[src/rtl/uart_tx_frame.sv]
// UART transmitter: one bit per clk cycle, framing start + LSB-first data + optional parity + stop.
// Define UART_TX_PARITY_EN to compile in the parity bit; otherwise par_en/par_typ are ignored.
module uart_tx_frame #(
  parameter int DATA_WIDTH = 8
) (
  input  logic                  clk,
  input  logic                  rst,
  input  logic [DATA_WIDTH-1:0] p_data,
  input  logic                  data_valid,
  input  logic                  par_en,
  input  logic                  par_typ,
  output logic                  tx_out,
  output logic                  busy
);
  localparam int CW = (DATA_WIDTH > 1) ? $clog2(DATA_WIDTH) : 1;
  localparam logic [CW-1:0] LAST = CW'(DATA_WIDTH - 1);

  typedef enum logic [2:0] {IDLE, START, DATA, PARITY, STOP} state_t;

  state_t                state_q, state_d;
  logic [CW-1:0]         cnt_q, cnt_d, cnt_nxt;
  logic [DATA_WIDTH-1:0] shadow_q, shadow_d;
  logic                  tx_q, tx_d;
  logic                  busy_q, busy_d;

`ifdef UART_TX_PARITY_EN
  logic par_en_q, par_en_d;
  logic par_typ_q, par_typ_d;
`else
  logic unused_par;
  assign unused_par = par_en ^ par_typ;
`endif

  assign cnt_nxt = cnt_q + 1'b1;

  // Outputs are registered from the next state, so tx_out/busy always reflect the current state.
  always_comb begin
    state_d  = state_q;
    cnt_d    = cnt_q;
    shadow_d = shadow_q;
    tx_d     = 1'b1;
    busy_d   = 1'b0;
`ifdef UART_TX_PARITY_EN
    par_en_d  = par_en_q;
    par_typ_d = par_typ_q;
`endif
    case (state_q)
      IDLE: begin
        if (data_valid) begin
          shadow_d = p_data;
`ifdef UART_TX_PARITY_EN
          par_en_d  = par_en;
          par_typ_d = par_typ;
`endif
          state_d  = START;
          tx_d     = 1'b0;
          busy_d   = 1'b1;
        end
      end
      START: begin
        state_d = DATA;
        cnt_d   = '0;
        tx_d    = shadow_q[0];
        busy_d  = 1'b1;
      end
      DATA: begin
        busy_d = 1'b1;
        if (cnt_q == LAST) begin
`ifdef UART_TX_PARITY_EN
          if (par_en_q) begin
            state_d = PARITY;
            tx_d    = (^shadow_q) ^ par_typ_q;
          end else begin
            state_d = STOP;
          end
`else
          state_d = STOP;
`endif
        end else begin
          cnt_d = cnt_nxt;
          tx_d  = shadow_q[cnt_nxt];
        end
      end
      PARITY: begin
        state_d = STOP;
        busy_d  = 1'b1;
      end
      STOP: begin
        state_d = IDLE;
      end
      default: state_d = IDLE;
    endcase
  end

  always_ff @(posedge clk) begin
    if (rst) begin
      state_q  <= IDLE;
      cnt_q    <= '0;
      shadow_q <= '0;
      tx_q     <= 1'b1;
      busy_q   <= 1'b0;
`ifdef UART_TX_PARITY_EN
      par_en_q  <= 1'b0;
      par_typ_q <= 1'b0;
`endif
    end else begin
      state_q  <= state_d;
      cnt_q    <= cnt_d;
      shadow_q <= shadow_d;
      tx_q     <= tx_d;
      busy_q   <= busy_d;
`ifdef UART_TX_PARITY_EN
      par_en_q  <= par_en_d;
      par_typ_q <= par_typ_d;
`endif
    end
  end

  assign tx_out = tx_q;
  assign busy   = busy_q;

endmodule

[config.mk]
export PLATFORM = sky130hd
export DESIGN_NAME = uart_tx_frame
export DESIGN_NICKNAME = d
export VERILOG_FILES = /design/src/rtl/uart_tx_frame.sv
export SDC_FILE = /design/constraint.sdc
export NUM_CORES = 1
export LEC_CHECK = 0
export CAP_MARGIN = 20
export CORE_UTILIZATION = 40
export DETAILED_ROUTE_END_ITERATION = 7
export MAX_ROUTING_LAYER = met4
export PLACE_DENSITY = 0.73
export SLEW_MARGIN = 20
export SYNTH_ARGS = -nofsm -noshare
export SYNTH_HDL_FRONTEND = slang
export SYNTH_SLANG_ARGS = --single-unit
[constraint.sdc]
create_clock -name clk -period 2.2 [get_ports clk]
set_clock_uncertainty 0.2 [all_clocks]
set_input_delay 0.22 -clock clk [delete_from_list [all_inputs] [get_ports clk]]
set_output_delay 0.22 -clock clk [all_outputs]
set_load 0.05 [all_outputs]
# After elaboration in Yosys (flattened, before gate mapping)

Index checks and enable logic that the tools add are counted.

Flip-flop bits (word level): 16
Bits of input ports: 13
Output and inout bits: 2
Logic and storage cells: 32

Add/sub/neg operators: 1
Magnitude comparators: 1
Eq/ne operators: 7
Mux-type cells: 12
Reduce and logical (&&, ||, !) cells: 6

Operators with widths:

| operator                                                                      | count |
|---|---|
| 3-bit one-hot mux with 4 select lines                                         | 1 |
| 3-bit two-way mux                                                             | 3 |
| 3-bit by 2-bit equality test with 1-bit output (second input constant)        | 2 |
| 2-bit inequality test (second input constant)                                 | 3 |
| 3-bit one-hot mux with 2 select lines                                         | 1 |
| 2-bit AND reduction                                                           | 3 |
| 3-bit by 4-bit less-than comparator with 1-bit output (second input constant) | 1 |
| 1-bit two-way mux                                                             | 4 |
| 3-bit by 1-bit adder with 3-bit output (second input constant)                | 1 |
| 1-bit binary-select mux with 3-bit select                                     | 1 |
| 3-bit by 1-bit equality test with 1-bit output (second input constant)        | 1 |
| 3-bit equality test (second input constant)                                   | 1 |
| 3-bit zero test                                                               | 1 |
| 1-bit one-hot mux with 3 select lines                                         | 1 |
| 3-bit OR reduction                                                            | 1 |
| 1-bit one-hot mux with 2 select lines                                         | 1 |
| 2-bit nonzero test                                                            | 1 |

# Depth between registers and ports, before layout

Depth in word-level cells: 5
Depth in mapped cells: 6

# Worst setup path after synthesis

Ideal clock, no wire load.

Kind: reg-to-reg
Start point: reg cnt_q[0]
End point: reg tx_q, in the netlist tx_out
Data arrival time: 1.352 ns
Slack: 0.519 ns
Stages on the path, launching flop included: 6
Path through: dfxtp_1 buf_6 mux4_2 and2_1 o41ai_2 nand3_1

Cells in the longest elaborated chain, start to end: 5
Elaborated cells between the ends (all ways): 6

RTL lines:

| item                                      | line | RTL |
|---|---|---|
| start, declared                           | 21   | `logic [CW-1:0] cnt_q, cnt_d, cnt_nxt;` |
| start signal, assigned                    | 108  | `cnt_q <= cnt_d;` |
| 3-bit by 1-bit adder with 3-bit output    | 34   | `assign cnt_nxt = cnt_q + 1'b1;` |
| 1-bit binary-select mux with 3-bit select | 81   | `tx_d = shadow_q[cnt_nxt];` |
| 1-bit two-way mux (not written as such)   | 81   |  |
| 1-bit two-way mux *                       | 68   | `if (cnt_q == LAST) begin` |
| 1-bit one-hot mux with 3 select lines *   | 47   | `case (state_q)` |
| end signal, assigned                      | 110  | `tx_q <= tx_d;` |
| end, declared                             | 23   | `logic tx_q, tx_d;` |

Every way passes the cells marked *; elsewhere a longest branch is shown, timed or not. The select of a mux whose other input is x is not followed.
A chain may end at the register's enable or synchronous reset.

# Final worst setup path

Same ends and word-level chain as after synthesis.

==> metrics.csv <==
metric,value,unit
status,completed,
drt_iter0_markers,16,
mappedNetlistArea,717,sq um
cts.sinks,16,
tritoncts,done,
seqPwrFrac,0.523,
ys_top_cells_by_area,"sky130_fd_sc_hd__dfxtp_1 45%, sky130_fd_sc_hd__nand2_1 9.4%, sky130_fd_sc_hd__a21oi_1 5.6%, sky130_fd_sc_hd__nor2_1 4.2%, sky130_fd_sc_hd__ha_1 3.5%",
worstSetupEndpointType,flop,
start_util,0.450,
antenna_found_initial,0,
max_freq,549,MHz
wire_length_of_the_first_global_routing_pass,2.38,mm
vias_per_cell,5.04,
cts_resized,0,
synth_sequential_area_ratio,0.447,
crit_type,flop to flop,
tightestPinTransition,489,ps
maxCapViolations,0,
rows,14,
post-route-min-period,1820,ps
internal_power,0.462,mW
setup_slack,378,ps
worst_hold_path_type,flop to flop,
post_cts.repair.setup_buffers,0,
cp-start-kind,flop,
io_buffers,12,
synth-seq-cells,16,
layout.cells.most_common,sky130_fd_sc_hd__nand2_1,
postSynthNetCount,95,
placed_cells_incl_taps,114,
worst_ep_arrival_time,1790,ps
floorplan.die_area,1970,sq um
drt.antenna.violating_nets,0,
most-common-layout-cells,"18 x sky130_fd_sc_hd__nand2_1, 16 x sky130_fd_sc_hd__dfxtp_1, 12 x sky130_fd_sc_hd__clkdlybuf4s50_1",
combinationalPowerShare,0.169,
drc_violations_left,0,
insertedDiodeCount,0,
i_o_pin_cnt,15,
area_of_the_multi_input_gates,369,sq um
dr_total_vias,595,
root_driver,sky130_fd_sc_hd__clkbuf_4,
setup-violations-final,0,
core,1590,sq um
yosys.cell_types.count,26,
maxSlewHeadroom,0.673,
syn_area_per_cell,8.96,sq um
finalWeightedCongestion,0.727,
finish.net_count,110,
grt_pass1_vias,541,
holdCritStartpoint,shadow_q[2]$_SDFFE_PP0P_,
grt_overflow,0,
synth_top_area_cell,sky130_fd_sc_hd__dfxtp_1,
fill_cells,151,
yosys_warning_count,0,
drt-wirelength-per-cell,11.3,um
numCtsBuffers,3,
combined_global_route_utilization_of_all_metal_layers,0.178,
die_x,44.3,um
postCtsHoldBufs,0,
fin_cells,118,
largest_net_degree_at_the_start_of_global_routing,13,
area_occupied_by_registers,320,sq um
net-switching-power,0.157,mW
synth_largest_type_area_fraction,0.447,
cts-htree-levels,1,
insertion_delay,280,ps
finalCritPeriodShare,0.828,
clk_path_buf_depth,2,
drt_pass1_iterations,4,
worst_case_setup_slack_after_placement,194,ps
flow.area_growth_from_synthesis,25.3,%
p_clk_frac,0.308,
syn-instance-count,80,
static_leak,0.343,nW
power-per-cell-area,689,nW/um^2
routed_wirelength,1.33,mm
swShare,0.254,
vdd.ir_drop.worst,0.473,mV
rsz0062_at_grt,no,
critical_path_required,2160,ps
timing.setup.tns,0,ps
worst_r2r_startpoint,cnt_q[0]$_SDFFE_PP0P_,
setup.worst_path.start,cnt_q[0]$_SDFFE_PP0P_,
layout-drive-gt1-share,0.128,
maxSlewViolCount,0,
critical_path_peak_fanout,4,
die_height,44.3,um
finalHoldViolCount,0,
dp_hpwl,988,um
clk_pin_slew,90,ps
[worst paths after layout]
| kind | slack, ps | end | depth (start not counted) |
|---|---|---|---|
| worst max register to register | 380 | tx_out$_SDFF_PP1_ | 5 |
| worst min-delay path | 260 | shadow_q[2]$_SDFFE_PP0P_ | 2 |
| worst min register to register | 260 | shadow_q[2]$_SDFFE_PP0P_ | 2 |
| worst max-delay path | 380 | tx_out$_SDFF_PP1_ | 5 |
[metrics by stage]
step           power, mW  area [sq um]   util  hold WS (ps)
5_1_grt            0.653           898  0.564           277
4_1_cts            0.625           898  0.564           262
3_5_place_dp       0.436           862  0.541           249
2_1_floorplan      0.396           717      -          89.1
6_report           0.619           898  0.564           259
3_3_place_gp       0.432           862  0.541           242
[metal layers]
| metal | global-route usage | share of wire | vias up |
|---|---|---|---|
| met5 | - | 0 | - |
| met4 | 0.127 | 0.030 | 0 |
| met3 | 0.0367 | 0.036 | 4 |
| met2 | 0.250 | 0.45 | 14 |
| met1 | 0.224 | 0.48 | 265 |
| li1 | - | - | 312 |
[cell type report]
type | count | share of cell area
clock buffer | 4 | 0.0404
tap | 24 | 0.0334
multi-input combinational | 59 | 0.411
sequential | 16 | 0.357
timing repair buffer | 15 | 0.159
[state kept, by name, indices dropped and copies added, names as in the netlist]
register  flops
shadow_q      8
tx_out        1
cnt_q         3
state_q       3
busy          1
[worst max-delay path: stages (launching register included)]
cell and delay (ps):
sky130_fd_sc_hd__dfxtp_1 360, sky130_fd_sc_hd__ha_1 360, sky130_fd_sc_hd__mux4_2 300, sky130_fd_sc_hd__and2_1 170, sky130_fd_sc_hd__o41ai_2 200, sky130_fd_sc_hd__nand3_1 110
[synth_stat cells]
cell                       number
sky130_fd_sc_hd__nand3_1        1
sky130_fd_sc_hd__mux4_2         1
sky130_fd_sc_hd__buf_6          1
sky130_fd_sc_hd__o41ai_2        1
sky130_fd_sc_hd__nor2_1         8
sky130_fd_sc_hd__nor2b_1        1
sky130_fd_sc_hd__clkbuf_1       3
sky130_fd_sc_hd__ha_1           2
sky130_fd_sc_hd__a22o_1         2
sky130_fd_sc_hd__nor4b_2        1
sky130_fd_sc_hd__a22oi_1        3
sky130_fd_sc_hd__a21oi_1        8
sky130_fd_sc_hd__o31a_1         1
sky130_fd_sc_hd__o21bai_1       1
sky130_fd_sc_hd__mux2_2         1
sky130_fd_sc_hd__nor3b_1        1
sky130_fd_sc_hd__nand2_1       18
sky130_fd_sc_hd__nor3_1         2
sky130_fd_sc_hd__mux2i_1        2
sky130_fd_sc_hd__or4b_2         1
sky130_fd_sc_hd__o22ai_1        1
sky130_fd_sc_hd__a21boi_0       1
sky130_fd_sc_hd__nand2b_1       1
sky130_fd_sc_hd__and2_1         1
sky130_fd_sc_hd__buf_2          1
sky130_fd_sc_hd__dfxtp_1       16
[power by group through the flow]
stage | combinational (mW) | sequential, mW | clock [mW]
2_1_floorplan | 0.0634 | 0.333 | 0
3_3_place_gp | 0.102 | 0.330 | 0
3_5_place_dp | 0.105 | 0.331 | 0
4_1_cts | 0.105 | 0.324 | 0.195
5_1_grt | 0.116 | 0.327 | 0.211
6_report | 0.105 | 0.324 | 0.191
[cells by family after synthesis]
kind of cell    Yosys count  synth area share
fa+ha+maj                 2            0.0349
simple gates             35             0.229
mux                       4            0.0750
compound gates           18             0.176
buf+inv                   5            0.0384
flops                    16             0.447
Note: power is estimated with default switching activity, not from simulation.
